### src/rtl/pipe_skid_stage_pkg.sv
// Shared encodings for the skid stage: occupancy states, truth values, reset level, default widths.
// Purely declarative; no latency or backpressure of its own.
package pipe_skid_stage_pkg;

    typedef enum logic [1:0] {
        OCC_EMPTY = 2'd0,
        OCC_ONE   = 2'd1,
        OCC_FULL  = 2'd2
    } occ_e;

    localparam logic TRUE       = 1'b1;
    localparam logic FALSE      = 1'b0;
    localparam logic RST_ACTIVE = 1'b1;

    localparam int DATA_W_DEF = 128;
    localparam int CNT_W_DEF  = 32;

endpackage

### src/rtl/pipe_skid_stage_sat_counter.sv
// Saturating event counter; 1-cycle update latency, clear beats increment.
// No backpressure: sticks at all-ones instead of wrapping.
module sat_counter #(
    parameter int CNT_W = 32
) (
    input  logic             clk_i,
    input  logic             rst_i,
    input  logic             inc_i,
    input  logic             clr_i,
    output logic [CNT_W-1:0] cnt_o
);
    import pipe_skid_stage_pkg::*;

    logic [CNT_W-1:0] cnt_q;
    logic [CNT_W-1:0] cnt_d;

    always_comb begin
        cnt_d = cnt_q;
        if (clr_i) begin
            cnt_d = '0;
        end else if (inc_i && (cnt_q != '1)) begin
            cnt_d = cnt_q + 1'b1;
        end
    end

    always_ff @(posedge clk_i) begin
        if (rst_i == RST_ACTIVE) begin
            cnt_q <= '0;
        end else begin
            cnt_q <= cnt_d;
        end
    end

    assign cnt_o = cnt_q;

endmodule

### src/rtl/pipe_skid_stage.sv
// Valid/ready pipeline register with 2-entry skid, flush and perf counters; 1-cycle latency.
// Backpressure: up_ready_out is registered and drops only when both entries are held.
module pipe_skid_stage
    import pipe_skid_stage_pkg::*;
#(
    parameter int                DATA_W  = DATA_W_DEF,
    parameter logic [DATA_W-1:0] NOP_VAL = {DATA_W{1'b0}},
    parameter int                CNT_W   = CNT_W_DEF
) (
    input  logic              clk_in,
    input  logic              rst_in,
    input  logic              flush_in,
    input  logic              up_valid_in,
    output logic              up_ready_out,
    input  logic [DATA_W-1:0] up_data_in,
    output logic              dn_valid_out,
    input  logic              dn_ready_in,
    output logic [DATA_W-1:0] dn_data_out,
    output logic [1:0]        occupancy_out,
    output logic [CNT_W-1:0]  starve_cnt_out,
    output logic [CNT_W-1:0]  stall_cnt_out,
    input  logic              cnt_clr_in
);

    occ_e              state_q, state_d;
    logic [DATA_W-1:0] main_q, main_d;
    logic [DATA_W-1:0] skid_q, skid_d;
    logic              up_rdy_q, up_rdy_d;
    logic              dn_vld_q, dn_vld_d;
    logic              up_fire;
    logic              dn_fire;

    assign up_fire = up_valid_in & up_rdy_q;
    assign dn_fire = dn_vld_q & dn_ready_in;

    always_comb begin
        state_d = state_q;
        main_d  = main_q;
        skid_d  = skid_q;
        unique case (state_q)
            OCC_EMPTY: begin
                if (up_fire) begin
                    main_d  = up_data_in;
                    state_d = OCC_ONE;
                end
            end
            OCC_ONE: begin
                if (up_fire && dn_fire) begin
                    main_d = up_data_in;
                end else if (up_fire) begin
                    skid_d  = up_data_in;
                    state_d = OCC_FULL;
                end else if (dn_fire) begin
                    main_d  = NOP_VAL;
                    state_d = OCC_EMPTY;
                end
            end
            OCC_FULL: begin
                if (dn_fire) begin
                    main_d  = skid_q;
                    skid_d  = NOP_VAL;
                    state_d = OCC_ONE;
                end
            end
            default: begin
                state_d = OCC_EMPTY;
                main_d  = NOP_VAL;
                skid_d  = NOP_VAL;
            end
        endcase
        // Kill wins over any load, including a same-cycle upstream transfer.
        if (flush_in) begin
            state_d = OCC_EMPTY;
            main_d  = NOP_VAL;
            skid_d  = NOP_VAL;
        end
        up_rdy_d = (state_d != OCC_FULL);
        dn_vld_d = (state_d != OCC_EMPTY);
    end

    always_ff @(posedge clk_in) begin
        if (rst_in == RST_ACTIVE) begin
            state_q  <= OCC_EMPTY;
            main_q   <= NOP_VAL;
            skid_q   <= NOP_VAL;
            up_rdy_q <= TRUE;
            dn_vld_q <= FALSE;
        end else begin
            state_q  <= state_d;
            main_q   <= main_d;
            skid_q   <= skid_d;
            up_rdy_q <= up_rdy_d;
            dn_vld_q <= dn_vld_d;
        end
    end

    assign up_ready_out  = up_rdy_q;
    assign dn_valid_out  = dn_vld_q;
    assign dn_data_out   = main_q;
    assign occupancy_out = state_q;

    sat_counter #(.CNT_W(CNT_W)) u_starve_cnt (
        .clk_i (clk_in),
        .rst_i (rst_in),
        .inc_i (dn_ready_in & ~dn_vld_q),
        .clr_i (cnt_clr_in),
        .cnt_o (starve_cnt_out)
    );

    sat_counter #(.CNT_W(CNT_W)) u_stall_cnt (
        .clk_i (clk_in),
        .rst_i (rst_in),
        .inc_i (dn_vld_q & ~dn_ready_in),
        .clr_i (cnt_clr_in),
        .cnt_o (stall_cnt_out)
    );

endmodule
### config.mk
export PLATFORM = sky130hd
export DESIGN_NAME = pipe_skid_stage
export DESIGN_NICKNAME = d
export VERILOG_FILES = /design/src/rtl/pipe_skid_stage_pkg.sv /design/src/rtl/pipe_skid_stage_sat_counter.sv /design/src/rtl/pipe_skid_stage.sv
export SDC_FILE = /design/constraint.sdc
export NUM_CORES = 1
export LEC_CHECK = 0
export ABC_AREA = 1
export CORE_ASPECT_RATIO = 1.75
export CORE_MARGIN = 2
export CORE_UTILIZATION = 38
export DETAILED_ROUTE_END_ITERATION = 8
export PLACE_DENSITY = 0.66
export SLEW_MARGIN = 20
export SYNTH_ARGS = -nofsm -noshare
export SYNTH_HDL_FRONTEND = slang
export SYNTH_HIERARCHICAL = 1
export SYNTH_SLANG_ARGS = --single-unit
### constraint.sdc
create_clock -name clk_in -period 4 [get_ports clk_in]
set_input_delay 1.2 -clock clk_in [delete_from_list [all_inputs] [get_ports clk_in]]
set_output_delay 1.2 -clock clk_in [all_outputs]
set_load 0.01 [all_outputs]
==> After elaboration in Yosys (flattened, before gate mapping) <==
Cells that the tools add are included.
{ "word_totals": {"latchBits": 0, "mem_count": 0, "word_cells": 51, "output_inout_bits": 196, "ram_bits": 0, "rom_bits": 0, "regBits": 324, "in_bits": 134} }
{ "classes": {"mux": 15, "eq_ne": 11, "mul": 0, "reduce_logical": 9, "n_shift": 0, "bitwise_logic": 7, "addsub": 2, "n_lt_le_gt_ge": 0, "div_mod_pow": 0} }
{ "op_table": {"columns": ["op", "n"], "rows": [
  ["128-bit two-way mux", 6],
  ["128-bit one-hot mux with 3 select lines", 2],
  ["32-bit by 1-bit adder with 32-bit output, second input constant", 2],
  ["32-bit != test, second input constant", 2],
  ["2-bit two-way mux", 6],
  ["2-bit != test, second input constant", 5],
  ["4-bit AND reduction", 2],
  ["3-bit != test, second input constant", 2],
  ["2-bit one-hot mux with 3 select lines", 1],
  ["1-bit bitwise AND", 4],
  ["2-bit OR reduction", 2],
  ["1-bit logical AND", 3],
  ["1-bit inverter", 3],
  ["2-bit by 1-bit equality test with 1-bit output, second input constant", 1],
  ["2-bit equality test, second input constant", 1],
  ["2-bit zero test", 1],
  ["2-bit nonzero test", 1]
]} }

==> Logic depth before layout (Yosys ltp) <==
{ "depth": {"ltp_word": 7, "mapped_depth": 10, "depth_no_buf": 10} }

==> Modules after synthesis <==
The synthesis kept the hierarchy.
{ "modules_own_cells": {"columns": ["module", "cells_each", "area_each_um2", "instances", "seq_area_each_um2"], "rows": [
  ["pipe_skid_stage", 2516, 14485.1, 1, 5205.0],
  ["sat_counter", 325, 2095.8, 2, 640.6]
]} }

==> Worst setup path after synthesis <==
Ideal clock, no wire load.
{ "synth_timing": {"path_kind": "input to register", "startpoint": "input port dn_ready_in", "endpoint": "register u_starve_cnt.cnt_q[23] (netlist: u_starve_cnt/cnt_o[23])", "setup_ps": 113, "arrival_time_ps": 2099, "path_stages": 9, "path_slack_ps": 1788, "path_buffers": 1, "required_ps": 3887, "cell_sequence": "inv_1 -> nor2_1 -> buf_2 -> nand3_1 -> nor2_2 -> and2_1 -> nand3_1 -> nand2_1 -> nor2_1"} }
{ "synth_between": {"elab_chain_len": 2} }
{ "synth_lines": {"columns": ["item", "line", "text"], "rows": [
  ["start, declared", "pipe_skid_stage.sv:17", "input logic dn_ready_in,"],
  ["1-bit bitwise AND", "pipe_skid_stage.sv:105", ".inc_i (dn_ready_in & ~dn_vld_q),"],
  ["1-bit logical AND", "pipe_skid_stage_sat_counter.sv:21", "end else if (inc_i && (cnt_q != '1)) begin"],
  ["end signal, assigned", "pipe_skid_stage_sat_counter.sv:30", "cnt_q <= cnt_d;"],
  ["end, declared", "pipe_skid_stage_sat_counter.sv:14", "logic [CNT_W-1:0] cnt_q;"]
]} }
No other way between the ends.
A chain may end at the register's enable or synchronous reset.

==> Worst setup path after layout <==
{ "layout_timing": {"startpoint": "register state_q[0] (netlist: occupancy_out[0])", "endpoint": "output port occupancy_out[0]"} }
{ "layout_lines": {"columns": ["item", "line", "text"], "rows": [
  ["start, declared", "pipe_skid_stage.sv:25", "occ_e state_q, state_d;"],
  ["start signal, assigned", "pipe_skid_stage.sv:89", "state_q <= state_d;"],
  ["end, declared", "pipe_skid_stage.sv:19", "output logic [1:0] occupancy_out,"]
]} }
No word-level cell between the ends.

==> reports/results.txt <==
Crit path kind -> reg -> out
CTS Buf Count -> 35
Synth async-reset ratio -> 0
Startpoint types -> flip-flop
HP Class -> reg -> reg
Antenna violations before repair -> 11
Area contributors post-synth -> dfxtp_1, nand2_1, nor2_1
Syn Area/Cell -> 5.90 um2
Max clock buf depth -> 3
Slew @ Worst Pin -> 0.911 ns
Worst path depth -> 1
Core box area -> 48600 um2
Final setup fails -> 0
CTS tree -> done
# fillers -> 5150
Final Hold Viols -> 0
Slew Limit Fails -> 0
First-pass GRT wire length -> 97700 um
Worst Skew -> 0.0196 ns
Max-slew headroom -> 0.393
H-tree levels -> 2
Crit share post-route -> 0.743
Worst Path Buf+Inv -> 1
Die Ht -> 297 um
CP max FO -> 6
Status -> completed
Area leader, netlist -> dfxtp_1
Clock Latency Late Sink -> 0.54 ns
Post-synth top area share -> 0.347
Post-Syn Area -> 18700 um2
Critical-path cell list -> clkdlybuf4s50_1
Routed Antenna Nets -> 0
Max incr delay on CP -> 0.65 ns
Max-cap violations -> 0
CP delay by family, top -> buffers and inverters
Drt drc -> 0
DR WL/cell -> 15.5 um
Setup_tns -> 0 ns
Total grt overflow -> 0
Drt first pass iters -> 5
Min cycle time layout -> 2.97 ns
Final net count -> 3516
Post-DP HPWL -> 41300 um
Arrival @ worst endpoint -> 1.77 ns
Post-CTS Hold Buffers -> 0
Post-synth EDFFs -> 0
Wirelength, routed -> 62900 um
Port bufs -> 329
Largest net degree at the start of global routing -> 129
Setup ws final -> 1.03 ns
DRT iter0 DRCs -> 1183
Post-Syn Nets -> 3302
Distinct cells, synth -> 32
Root Driver -> clkbuf_16
Synth Warn # -> 6
FP Rows -> 107
Critical Path RT -> 2.80 ns
Hold Slack -> 0.481 ns
Hold Crit Depth -> 2
Clock sinks -> 324
RD Place Congestion -> 0.983
Die ar. -> 51000 um2
Synthesis-stage register bit count -> 324
Synth top cells by count -> nand2_1, nor2_1, inv_1, dfxtp_1, nand3_1
Via density -> 4.78
Initial Util -> 0.384
Setup Slack @ Placement -> 0.643 ns
Most common cell in the netlist -> nand2_1
Lkg Pwr -> 11.0 nW
Post-Syn Instances -> 3166
Sequential share of the synthesized area -> 0.347
Crit end category -> output port
Post-synth top flop -> dfxtp_1
Area growth syn-to-layout -> 25.0%
Number of top-level pins -> 330
Setup bufs post-CTS -> 0
# resized after CTS -> 0
Worst r2r path cells -> 9
Finished Layout Cells -> 4067
Number of global-route vias before repair -> 18065
RSZ-0062 raised after global routing -> false
Worst vdd ir -> 0.000268 V
Power Density -> 330 nW/um2
Routed vias -> 19459
Crit path max-delay cell type -> clkdlybuf4s50_1
Clock slew at reported path FFs -> 0.06 ns
GRT Total Usage -> 0.241
Layout cells sized above 1 -> 0.0484
FMAX -> 337 MHz
Placed cells -> 3997
Chip width -> 172 um
==> final timing paths <==
check	from	end	slack [ns]
max	occupancy_out[0]	occupancy_out[0]	1.03
min	dn_data_out[96]	dn_data_out[96]	0.48
max reg2reg	occupancy_out[0]	skid_q[92]	1.72
min reg2reg	dn_data_out[96]	dn_data_out[96]	0.48
==> area by class of cell <==
type                    count  area, um2  area share
repair buffers            361       3710       0.159
well taps                 654        818      0.0350
clock buffers              53       1050      0.0451
multi-input cells        2216       9500       0.407
inverters                 442       1670      0.0713
flip-flops and latches    324       6490       0.278
diodes                      7       17.5    0.000750
clock inverters            10       92.6     0.00397
==> flip-flops by register name (all words and copies together), names as in the netlist <==
| name | flops |
|---|---|
| up_ready_out | 1 |
| dn_data_out | 128 |
| dn_valid_out | 1 |
| occupancy_out | 2 |
| skid_q | 128 |
| u_stall_cnt/cnt_o | 32 |
| u_starve_cnt/cnt_o | 32 |
==> kinds of logic after synthesis <==
logic type | after synthesis | synth area share
xor gates and xnor gates | 4 | 0.00188
buffers and inverters | 626 | 0.146
adders and majority gates | 2 | 0.00134
DFF | 324 | 0.347
and+or+nand+nor | 2022 | 0.451
AOI/OAI and AO/OA | 188 | 0.0517
==> layout by cell type (no fill, tap or decap), types with 18 or more instances in the layout <==
cell type,instances
nand4_1,28
clkbuf_16,35
nand2_1,1066
dfxtp_1,323
clkdlybuf4s50_1,329
buf_4,18
nor2_1,520
nand3_1,321
inv_1,439
a21oi_1,170
==> power breakdown <==
group	internal [W]	switching [W]	leakage, nW
clock network	0.00189	0.00142	0.567
logic	0.000406	0.000636	7.84
registers	0.00330	0.0000457	2.62
total	0.00560	0.00211	11.0
==> per-stage QoR <==
stage                     power, W  cell area [um2]   util
after global placement     0.00446            22200  0.457
after detailed placement   0.00446            22200  0.457
after global routing       0.00805            23300  0.480
after floorplan            0.00404            18700      -
final                      0.00771            23300  0.480
after CTS                  0.00781            23300  0.480
==> routing by layer <==
| metal | GRT usage | wire [um] | vias up |
|---|---|---|---|
| met5 | 0 | 55 | - |
| met4 | 0.131 | 3430 | 8 |
| met2 | 0.427 | 31100 | 539 |
| li1 | - | - | 10001 |
| met3 | 0.0498 | 3840 | 159 |
| met1 | 0.263 | 24400 | 8752 |
(Power assumes the default switching activity.)
